`config.mk`:
```
export PLATFORM = sky130hd
export DESIGN_NAME = fp_mul_pipe_flat
export DESIGN_NICKNAME = d
export VERILOG_FILES = /design/src/rtl/fp_pkg.sv /design/src/rtl/fp_mul_pipe_if.sv /design/src/rtl/fp_unpack.sv /design/src/rtl/fp_mul_pipe.sv /design/src/flat_wrapper.sv
export SDC_FILE = /design/constraint.sdc
export NUM_CORES = 1
export LEC_CHECK = 0
export ABC_CLOCK_PERIOD_IN_PS = 6700
export CAP_MARGIN = 20
export CORE_ASPECT_RATIO = 0.9
export CORE_UTILIZATION = 34
export CTS_CLUSTER_SIZE = 20
export DETAILED_ROUTE_END_ITERATION = 8
export PLACE_DENSITY = 0.6
export SETUP_SLACK_MARGIN = 0.3
export SLEW_MARGIN = 20
export SYNTH_ARGS = -nofsm -noshare
export SYNTH_HDL_FRONTEND = slang
export SYNTH_SLANG_ARGS = --single-unit
```
`constraint.sdc`:
```
create_clock -name clk -period 6.7 [get_ports clk]
set_clock_uncertainty 0.2 [all_clocks]
set_input_delay 1.005 -clock clk [delete_from_list [all_inputs] [get_ports clk]]
set_output_delay 1.005 -clock clk [all_outputs]
set_load 0.01 [all_outputs]
```
`src/rtl/fp_pkg.sv`:
```
// Shared types and helpers for the pipelined floating-point multiplier.
package fp_pkg;

  typedef enum logic [1:0] {
    CLS_ZERO = 2'd0,
    CLS_NORM = 2'd1,
    CLS_INF  = 2'd2,
    CLS_NAN  = 2'd3
  } fp_class_e;

  localparam int unsigned FLAG_W         = 4;
  localparam int unsigned FLAG_INVALID   = 3;
  localparam int unsigned FLAG_OVERFLOW  = 2;
  localparam int unsigned FLAG_UNDERFLOW = 1;
  localparam int unsigned FLAG_INEXACT   = 0;

  localparam int unsigned MAX_W = 64;

  function automatic int unsigned fp_bias(input int unsigned ew);
    return (32'd1 << (ew - 32'd1)) - 32'd1;
  endfunction

  // Quiet NaN: sign 0, exponent all-ones, fraction MSB set; caller truncates to W.
  function automatic logic [MAX_W-1:0] fp_canon_nan(input int unsigned ew, input int unsigned mw);
    logic [MAX_W-1:0] v;
    v = (((MAX_W'(1) << ew) - MAX_W'(1)) << mw) | (MAX_W'(1) << (mw - 32'd1));
    return v;
  endfunction

endpackage

```
`src/rtl/fp_mul_pipe_if.sv`:
```
// Operand/result handshake bundle between operand fetch, multiplier and accumulator.
interface fp_mul_pipe_if #(
  parameter int unsigned EXPONENT_WIDTH = 5,
  parameter int unsigned MANTISSA_WIDTH = 10
);
  import fp_pkg::*;

  localparam int unsigned W = EXPONENT_WIDTH + MANTISSA_WIDTH + 1;

  logic              in_valid;
  logic              in_ready;
  logic [W-1:0]      flp_a;
  logic [W-1:0]      flp_b;
  logic              out_valid;
  logic              out_ready;
  logic [W-1:0]      result;
  logic [FLAG_W-1:0] flags;

  modport master (
    output in_valid, flp_a, flp_b, out_ready,
    input  in_ready, out_valid, result, flags
  );

  modport slave (
    input  in_valid, flp_a, flp_b, out_ready,
    output in_ready, out_valid, result, flags
  );
endinterface

```
`src/rtl/fp_unpack.sv`:
```
// Combinational field split and classification of one operand; denormals flush to zero.
module fp_unpack
  import fp_pkg::*;
#(
  parameter int unsigned EXPONENT_WIDTH = 5,
  parameter int unsigned MANTISSA_WIDTH = 10
) (
  input  logic [EXPONENT_WIDTH+MANTISSA_WIDTH:0] flp,
  output logic                                   sign,
  output logic [EXPONENT_WIDTH-1:0]              exp_f,
  output logic [MANTISSA_WIDTH:0]                mant,
  output fp_class_e                              cls
);
  localparam int unsigned W = EXPONENT_WIDTH + MANTISSA_WIDTH + 1;

  logic [MANTISSA_WIDTH-1:0] frac;

  always_comb begin
    sign  = flp[W-1];
    exp_f = flp[W-2 -: EXPONENT_WIDTH];
    frac  = flp[MANTISSA_WIDTH-1:0];
    mant  = {1'b1, frac};
    cls   = CLS_NORM;
    if (exp_f == '0)
      cls = CLS_ZERO;
    else if (exp_f == '1)
      cls = (frac == '0) ? CLS_INF : CLS_NAN;
  end
endmodule

```
`src/rtl/fp_mul_pipe.sv`:
```
// Three-stage floating-point multiplier (unpack, multiply, normalise/round) with global stall.
module fp_mul_pipe
  import fp_pkg::*;
#(
  parameter int unsigned EXPONENT_WIDTH = 5,
  parameter int unsigned MANTISSA_WIDTH = 10
) (
  input  logic        clk,
  input  logic        rst_n,
  fp_mul_pipe_if.slave bus
);
  localparam int unsigned EW   = EXPONENT_WIDTH;
  localparam int unsigned MW   = MANTISSA_WIDTH;
  localparam int unsigned W    = EW + MW + 1;
  localparam int unsigned EXW  = EW + 2;
  localparam int unsigned PW   = 2 * MW + 2;
  localparam int unsigned BIAS = fp_bias(EW);
  localparam logic signed [EXW-1:0] E_MAX = EXW'((32'd1 << EW) - 32'd1);

  logic adv;
  assign adv          = !bus.out_valid || bus.out_ready;
  assign bus.in_ready = adv;

  // S1 operand classification
  logic            ua_sign, ub_sign;
  logic [EW-1:0]   ua_exp, ub_exp;
  logic [MW:0]     ua_mant, ub_mant;
  fp_class_e       ua_cls, ub_cls;

  fp_unpack #(.EXPONENT_WIDTH(EW), .MANTISSA_WIDTH(MW)) u_unpack_a (
    .flp(bus.flp_a), .sign(ua_sign), .exp_f(ua_exp), .mant(ua_mant), .cls(ua_cls)
  );
  fp_unpack #(.EXPONENT_WIDTH(EW), .MANTISSA_WIDTH(MW)) u_unpack_b (
    .flp(bus.flp_b), .sign(ub_sign), .exp_f(ub_exp), .mant(ub_mant), .cls(ub_cls)
  );

  logic                  s1_valid, s1_sign;
  logic signed [EXW-1:0] s1_e;
  logic [MW:0]           s1_ma, s1_mb;
  fp_class_e             s1_cls_a, s1_cls_b;

  always_ff @(posedge clk or negedge rst_n) begin
    if (!rst_n) begin
      s1_valid <= 1'b0;
      s1_sign  <= 1'b0;
      s1_e     <= '0;
      s1_ma    <= '0;
      s1_mb    <= '0;
      s1_cls_a <= CLS_ZERO;
      s1_cls_b <= CLS_ZERO;
    end else if (adv) begin
      s1_valid <= bus.in_valid;
      if (bus.in_valid) begin
        s1_sign  <= ua_sign ^ ub_sign;
        s1_e     <= EXW'(ua_exp) + EXW'(ub_exp) - EXW'(BIAS);
        s1_ma    <= ua_mant;
        s1_mb    <= ub_mant;
        s1_cls_a <= ua_cls;
        s1_cls_b <= ub_cls;
      end
    end
  end

  // S2 significand product
  logic                  s2_valid, s2_sign;
  logic signed [EXW-1:0] s2_e;
  logic [PW-1:0]         s2_p;
  fp_class_e             s2_cls_a, s2_cls_b;

  always_ff @(posedge clk or negedge rst_n) begin
    if (!rst_n) begin
      s2_valid <= 1'b0;
      s2_sign  <= 1'b0;
      s2_e     <= '0;
      s2_p     <= '0;
      s2_cls_a <= CLS_ZERO;
      s2_cls_b <= CLS_ZERO;
    end else if (adv) begin
      s2_valid <= s1_valid;
      if (s1_valid) begin
        s2_sign  <= s1_sign;
        s2_e     <= s1_e;
        s2_p     <= PW'(s1_ma) * PW'(s1_mb);
        s2_cls_a <= s1_cls_a;
        s2_cls_b <= s1_cls_b;
      end
    end
  end

  // S3 normalise, round-to-nearest-even, range check and special-case override
  logic [PW-2:0]         p_n;
  logic signed [EXW-1:0] e_n, e_r;
  logic [MW-1:0]         frac;
  logic [MW:0]           frac_r;
  logic                  guard, sticky, round_up, inexact;
  logic                  a_nan, b_nan, a_inf, b_inf, a_zero, b_zero, inf_zero;
  logic [W-1:0]          res_c;
  logic [FLAG_W-1:0]     flg_c;

  always_comb begin
    p_n      = s2_p[PW-1] ? s2_p[PW-2:0] : {s2_p[PW-3:0], 1'b0};
    e_n      = s2_e + EXW'(s2_p[PW-1]);
    frac     = p_n[PW-2 -: MW];
    guard    = p_n[PW-2-MW];
    sticky   = |p_n[PW-3-MW:0];
    round_up = guard && (sticky || frac[0]);
    frac_r   = {1'b0, frac} + (MW+1)'(round_up);
    e_r      = e_n + EXW'(frac_r[MW]);
    inexact  = guard || sticky;

    a_nan    = (s2_cls_a == CLS_NAN);
    b_nan    = (s2_cls_b == CLS_NAN);
    a_inf    = (s2_cls_a == CLS_INF);
    b_inf    = (s2_cls_b == CLS_INF);
    a_zero   = (s2_cls_a == CLS_ZERO);
    b_zero   = (s2_cls_b == CLS_ZERO);
    inf_zero = (a_inf && b_zero) || (a_zero && b_inf);

    res_c = {s2_sign, e_r[EW-1:0], frac_r[MW-1:0]};
    flg_c = '0;
    flg_c[FLAG_INEXACT] = inexact;

    if (a_nan || b_nan || inf_zero) begin
      res_c = W'(fp_canon_nan(EW, MW));
      flg_c = '0;
      flg_c[FLAG_INVALID] = inf_zero;
    end else if (a_inf || b_inf) begin
      res_c = {s2_sign, {EW{1'b1}}, {MW{1'b0}}};
      flg_c = '0;
    end else if (a_zero || b_zero) begin
      res_c = {s2_sign, {(W-1){1'b0}}};
      flg_c = '0;
    end else if (e_r >= E_MAX) begin
      res_c = {s2_sign, {EW{1'b1}}, {MW{1'b0}}};
      flg_c = '0;
      flg_c[FLAG_OVERFLOW] = 1'b1;
      flg_c[FLAG_INEXACT]  = 1'b1;
    end else if (e_r[EXW-1] || e_r == '0) begin
      res_c = {s2_sign, {(W-1){1'b0}}};
      flg_c = '0;
      flg_c[FLAG_UNDERFLOW] = 1'b1;
      flg_c[FLAG_INEXACT]   = 1'b1;
    end
  end

  always_ff @(posedge clk or negedge rst_n) begin
    if (!rst_n) begin
      bus.out_valid <= 1'b0;
      bus.result    <= '0;
      bus.flags     <= '0;
    end else if (adv) begin
      bus.out_valid <= s2_valid;
      if (s2_valid) begin
        bus.result <= res_c;
        bus.flags  <= flg_c;
      end
    end
  end
endmodule

```
`src/flat_wrapper.sv`:
```
// flat-port wrapper written by rule: the top's interface ports become plain ports
module fp_mul_pipe_flat import fp_pkg::*;
#(
  parameter int unsigned EXPONENT_WIDTH = 5,
  parameter int unsigned MANTISSA_WIDTH = 10
)
  (clk, rst_n, bus_in_valid, bus_flp_a, bus_flp_b, bus_out_ready, bus_in_ready, bus_out_valid, bus_result, bus_flags);
  fp_mul_pipe_if #(.EXPONENT_WIDTH(EXPONENT_WIDTH), .MANTISSA_WIDTH(MANTISSA_WIDTH)) bus_i ();
  input  logic clk;
  input  logic rst_n;
  input wire logic [$bits(bus_i.in_valid)-1:0] bus_in_valid;
  input wire logic [$bits(bus_i.flp_a)-1:0] bus_flp_a;
  input wire logic [$bits(bus_i.flp_b)-1:0] bus_flp_b;
  input wire logic [$bits(bus_i.out_ready)-1:0] bus_out_ready;
  output wire logic [$bits(bus_i.in_ready)-1:0] bus_in_ready;
  output wire logic [$bits(bus_i.out_valid)-1:0] bus_out_valid;
  output wire logic [$bits(bus_i.result)-1:0] bus_result;
  output wire logic [$bits(bus_i.flags)-1:0] bus_flags;
  assign bus_i.in_valid = bus_in_valid;
  assign bus_i.flp_a = bus_flp_a;
  assign bus_i.flp_b = bus_flp_b;
  assign bus_i.out_ready = bus_out_ready;
  assign bus_in_ready = bus_i.in_ready;
  assign bus_out_valid = bus_i.out_valid;
  assign bus_result = bus_i.result;
  assign bus_flags = bus_i.flags;
  fp_mul_pipe #(.EXPONENT_WIDTH(EXPONENT_WIDTH), .MANTISSA_WIDTH(MANTISSA_WIDTH)) u_core (.clk(clk), .rst_n(rst_n), .bus(bus_i));
endmodule
```
==> metrics.md <==
| Metric | Value |
|---|---|
| Clock root buffer | `clkbuf_16` |
| CTS Hold Bufs | `0` |
| Synthesized area | `8516 sq um` |
| Crit path kind | `flop to flop` |
| Pin count of the biggest net entering global routing | `69` |
| Yosys reg bits | `90` |
| DR DRC count | `0` |
| FFs w/ async S/R, synth | `100.0%` |
| Initial DRC count | `313` |
| Crit. Startpoint | `u_core.s1_mb[7]$_DFFE_PN0P_` |
| Die W | `168.8 microns` |
| Req. time, crit path | `6.73 ns` |
| Status | `completed` |
| # resized after CTS | `0` |
| First-pass GRT wire length | `32,700 microns` |
| Critical Path End Type | `flop` |
| Total gr overflow | `0` |
| Actual slew at the worst max-slew pin | `0.9077 ns` |
| Total track usage | `15.80%` |
| Final Slew Violations | `0` |
| DP Cell Count | `1,271` |
| I/O pins | `58` |
| Area of the core | `24,390 sq um` |
| Nets@finish | `1,132` |
| Final wirelength | `18,740 microns` |
| Synthesized area per cell | `9.256 sq um` |
| Number of iterations in the first detailed-routing pass | `4` |
| Vias in the first global route | `6,475` |
| Cell family with most CP delay | `adder cells` |
| Die ar. | `25,680 sq um` |
| Cell Rows | `54` |
| TritonCTS clock tree | `built` |
| Routed WL per cell | `14.56 microns` |
| Slew HR | `39.49%` |
| Setup violators final | `0` |
| Crit Path Max Fanout | `12` |
| CTS Sinks | `90` |
| Worst setup SP type | `flop` |
| Fill count | `2,493` |
| Antenna-violating nets left | `0` |
| TNS Setup | `0 ns` |
| Maxcap violations | `0` |
| Syn nets | `1,106` |
| Clk Latency, worst-skew pair | `0.36 ns` |
| Post-route clock period utilization | `81.47%` |
| Routability cong. | `0.8339` |
| Min-delay worst type | `flop to flop` |
| Critical Path Max Stage Delay | `0.60 ns` |
| Ant. Diodes | `0` |
| Final Util | `39.48%` |
| Post-route insts no fill | `1,287` |
| Cell mode on critical path | `fa_1` |
| Area growth syn-to-layout | `13.09%` |
| Ys flop type | `dfrtp_1` |
| Netlist cell types | `66` |
| Worst hold start | `u_core.s1_cls_a[0]$_DFFE_PN0P_` |
| Commonest non-fill, non-tap cell in the layout | `nand2_1` |
| Post-synth EDFFs | `0` |
| Post-Syn Instances | `920` |
| Final Hold Vio Count | `0` |
| CTS clk-pin slew, worst paths | `0.07 ns` |
| Via density | `4.822` |
| Htree depth | `3` |
| Peak Freq | `0.1832 GHz` |
| Clk buf depth | `2` |
| Inserted Clock Buffers | `9` |
| Crit path time final | `5.459 ns` |
| Critical R2R Launch | `u_core.s1_mb[7]$_DFFE_PN0P_` |
| Worst path cell trace | `nand2_1 -> fa_1 -> fa_1 -> fa_1 -> inv_1 -> fa_1 -> inv_1 -> fa_1 -> inv_1 -> ha_1 -> a21oi_1 -> nor2_1 -> a2111o_1 -> o221a_2 -> or3_1 -> a31o_2` |
| Setup bufs post-CTS | `0` |
| RSZ-0062 raised after global routing | `no` |
| Die height | `152.1 microns` |
| Most frequent cells in the layout | `nand2_1 (152), inv_1 (115), dfrtp_1 (90)` |
| Share of cells above drive strength 1 | `6.835%` |
| Buf+Inv Stages, Crit Path | `3` |
| Initial Util | `34.91%` |
| Initial antenna violation count | `0` |
| CP max-delay cell | `dfrtp_1` |
| Placed wire-length estimate | `14,550 microns` |
| Register area share after synthesis | `26.45%` |
| Arrival time worst endpoint | `5.49 ns` |
| Vias | `6,206` |
| Synth Warn # | `0` |
| Port Buffers | `57` |
[area by class of cell]
type	count	area, sq um	share of cell area [%]
clock buffers	11	242.7	2.520
clock inverters	5	37.54	0.3898
repair buffers	63	613.1	6.366
well taps	336	420.4	4.365
inverters	115	431.7	4.482
multi-input cells	667	5633	58.49
flip-flops and latches	90	2252	23.39
[flip-flops by register name (all words and copies together), names as in the netlist, 2 cells and up]
name	count
u_core.s1_ma	10
u_core.bus.result	16
u_core.s1_e	7
u_core.s2_e	7
u_core.s2_p	22
u_core.s1_cls_b	2
u_core.s1_mb	11
u_core.s2_cls_b	2
u_core.s2_cls_a	2
u_core.s1_cls_a	2
u_core.bus.flags	4
[through the flow]
stage | hold WS (ns) | setup WS, ns | instance area (sq um)
floorplan | 0.2331 | 1.403 | 8516
CTS | 0.2687 | 1.251 | 9630
global placement | 0.2514 | 1.336 | 9350
detailed placement | 0.2536 | 1.275 | 9350
global route | 0.2872 | 0.9603 | 9630
finish | 0.2682 | 1.241 | 9630
[cell families (layout without fill, tap and decap cells)]
kind of cell	count (synthesis)	in the layout	share of synthesized area (%)
DFF	90	90	26.45
buffers and inverters	163	194	7.405
AOI/OAI and AO/OA	123	123	9.756
xor gates and xnor gates	34	34	3.497
and+or+nand+nor	326	326	19.28
adders and majority gates	150	150	29.27
muxes	34	34	4.349
[tightest hold or removal path: cells and delay by family (launching register included)]
kind | cells | cell delay [ns]
flip-flops | 1 | 0.34
AND/OR/NAND/NOR | 2 | 0.10
[synthesized netlist by cell type, types with 20 or more instances]
cell,instances,area share (%)
nand2_1,152,6.7
inv_1,115,5.1
dfrtp_1,90,26
fa_1,82,19
and2_1,74,5.4
ha_1,68,10
clkbuf_1,44,1.9
o21ai_0,41,2.4
mux2_2,24,3.2
xnor2_1,21,2.2
a21oi_1,20,1.2
[layer usage]
metal | part of all wire [%] | up-vias | GRT usage, %
met1 | 50 | 3013 | 22.06
met2 | 45 | 118 | 25.34
li1 | - | 3061 | -
met3 | 3.9 | 14 | 2.545
met4 | 1.2 | 0 | 4.242
met5 | 0 | - | 0
[final timing paths]
check | end | slack [ns] | cells after the start
min in group asynchronous | u_core.bus.result[2]$_DFFE_PN0P_ | 0.34 | 1
setup / recovery | u_core.s2_p[14]$_DFFE_PN0P_ | 1.24 | 16
setup reg to reg | u_core.s2_p[14]$_DFFE_PN0P_ | 1.24 | 16
hold reg to reg | u_core.s2_cls_a[0]$_DFFE_PN0P_ | 0.27 | 2
max in group asynchronous | u_core.s1_ma[2]$_DFFE_PN0P_ | 4.76 | 2
hold / removal | u_core.s2_cls_a[0]$_DFFE_PN0P_ | 0.27 | 2
Power is not shown: default switching activity piles up to over one toggle a cycle in this logic, so the estimate is an artifact.
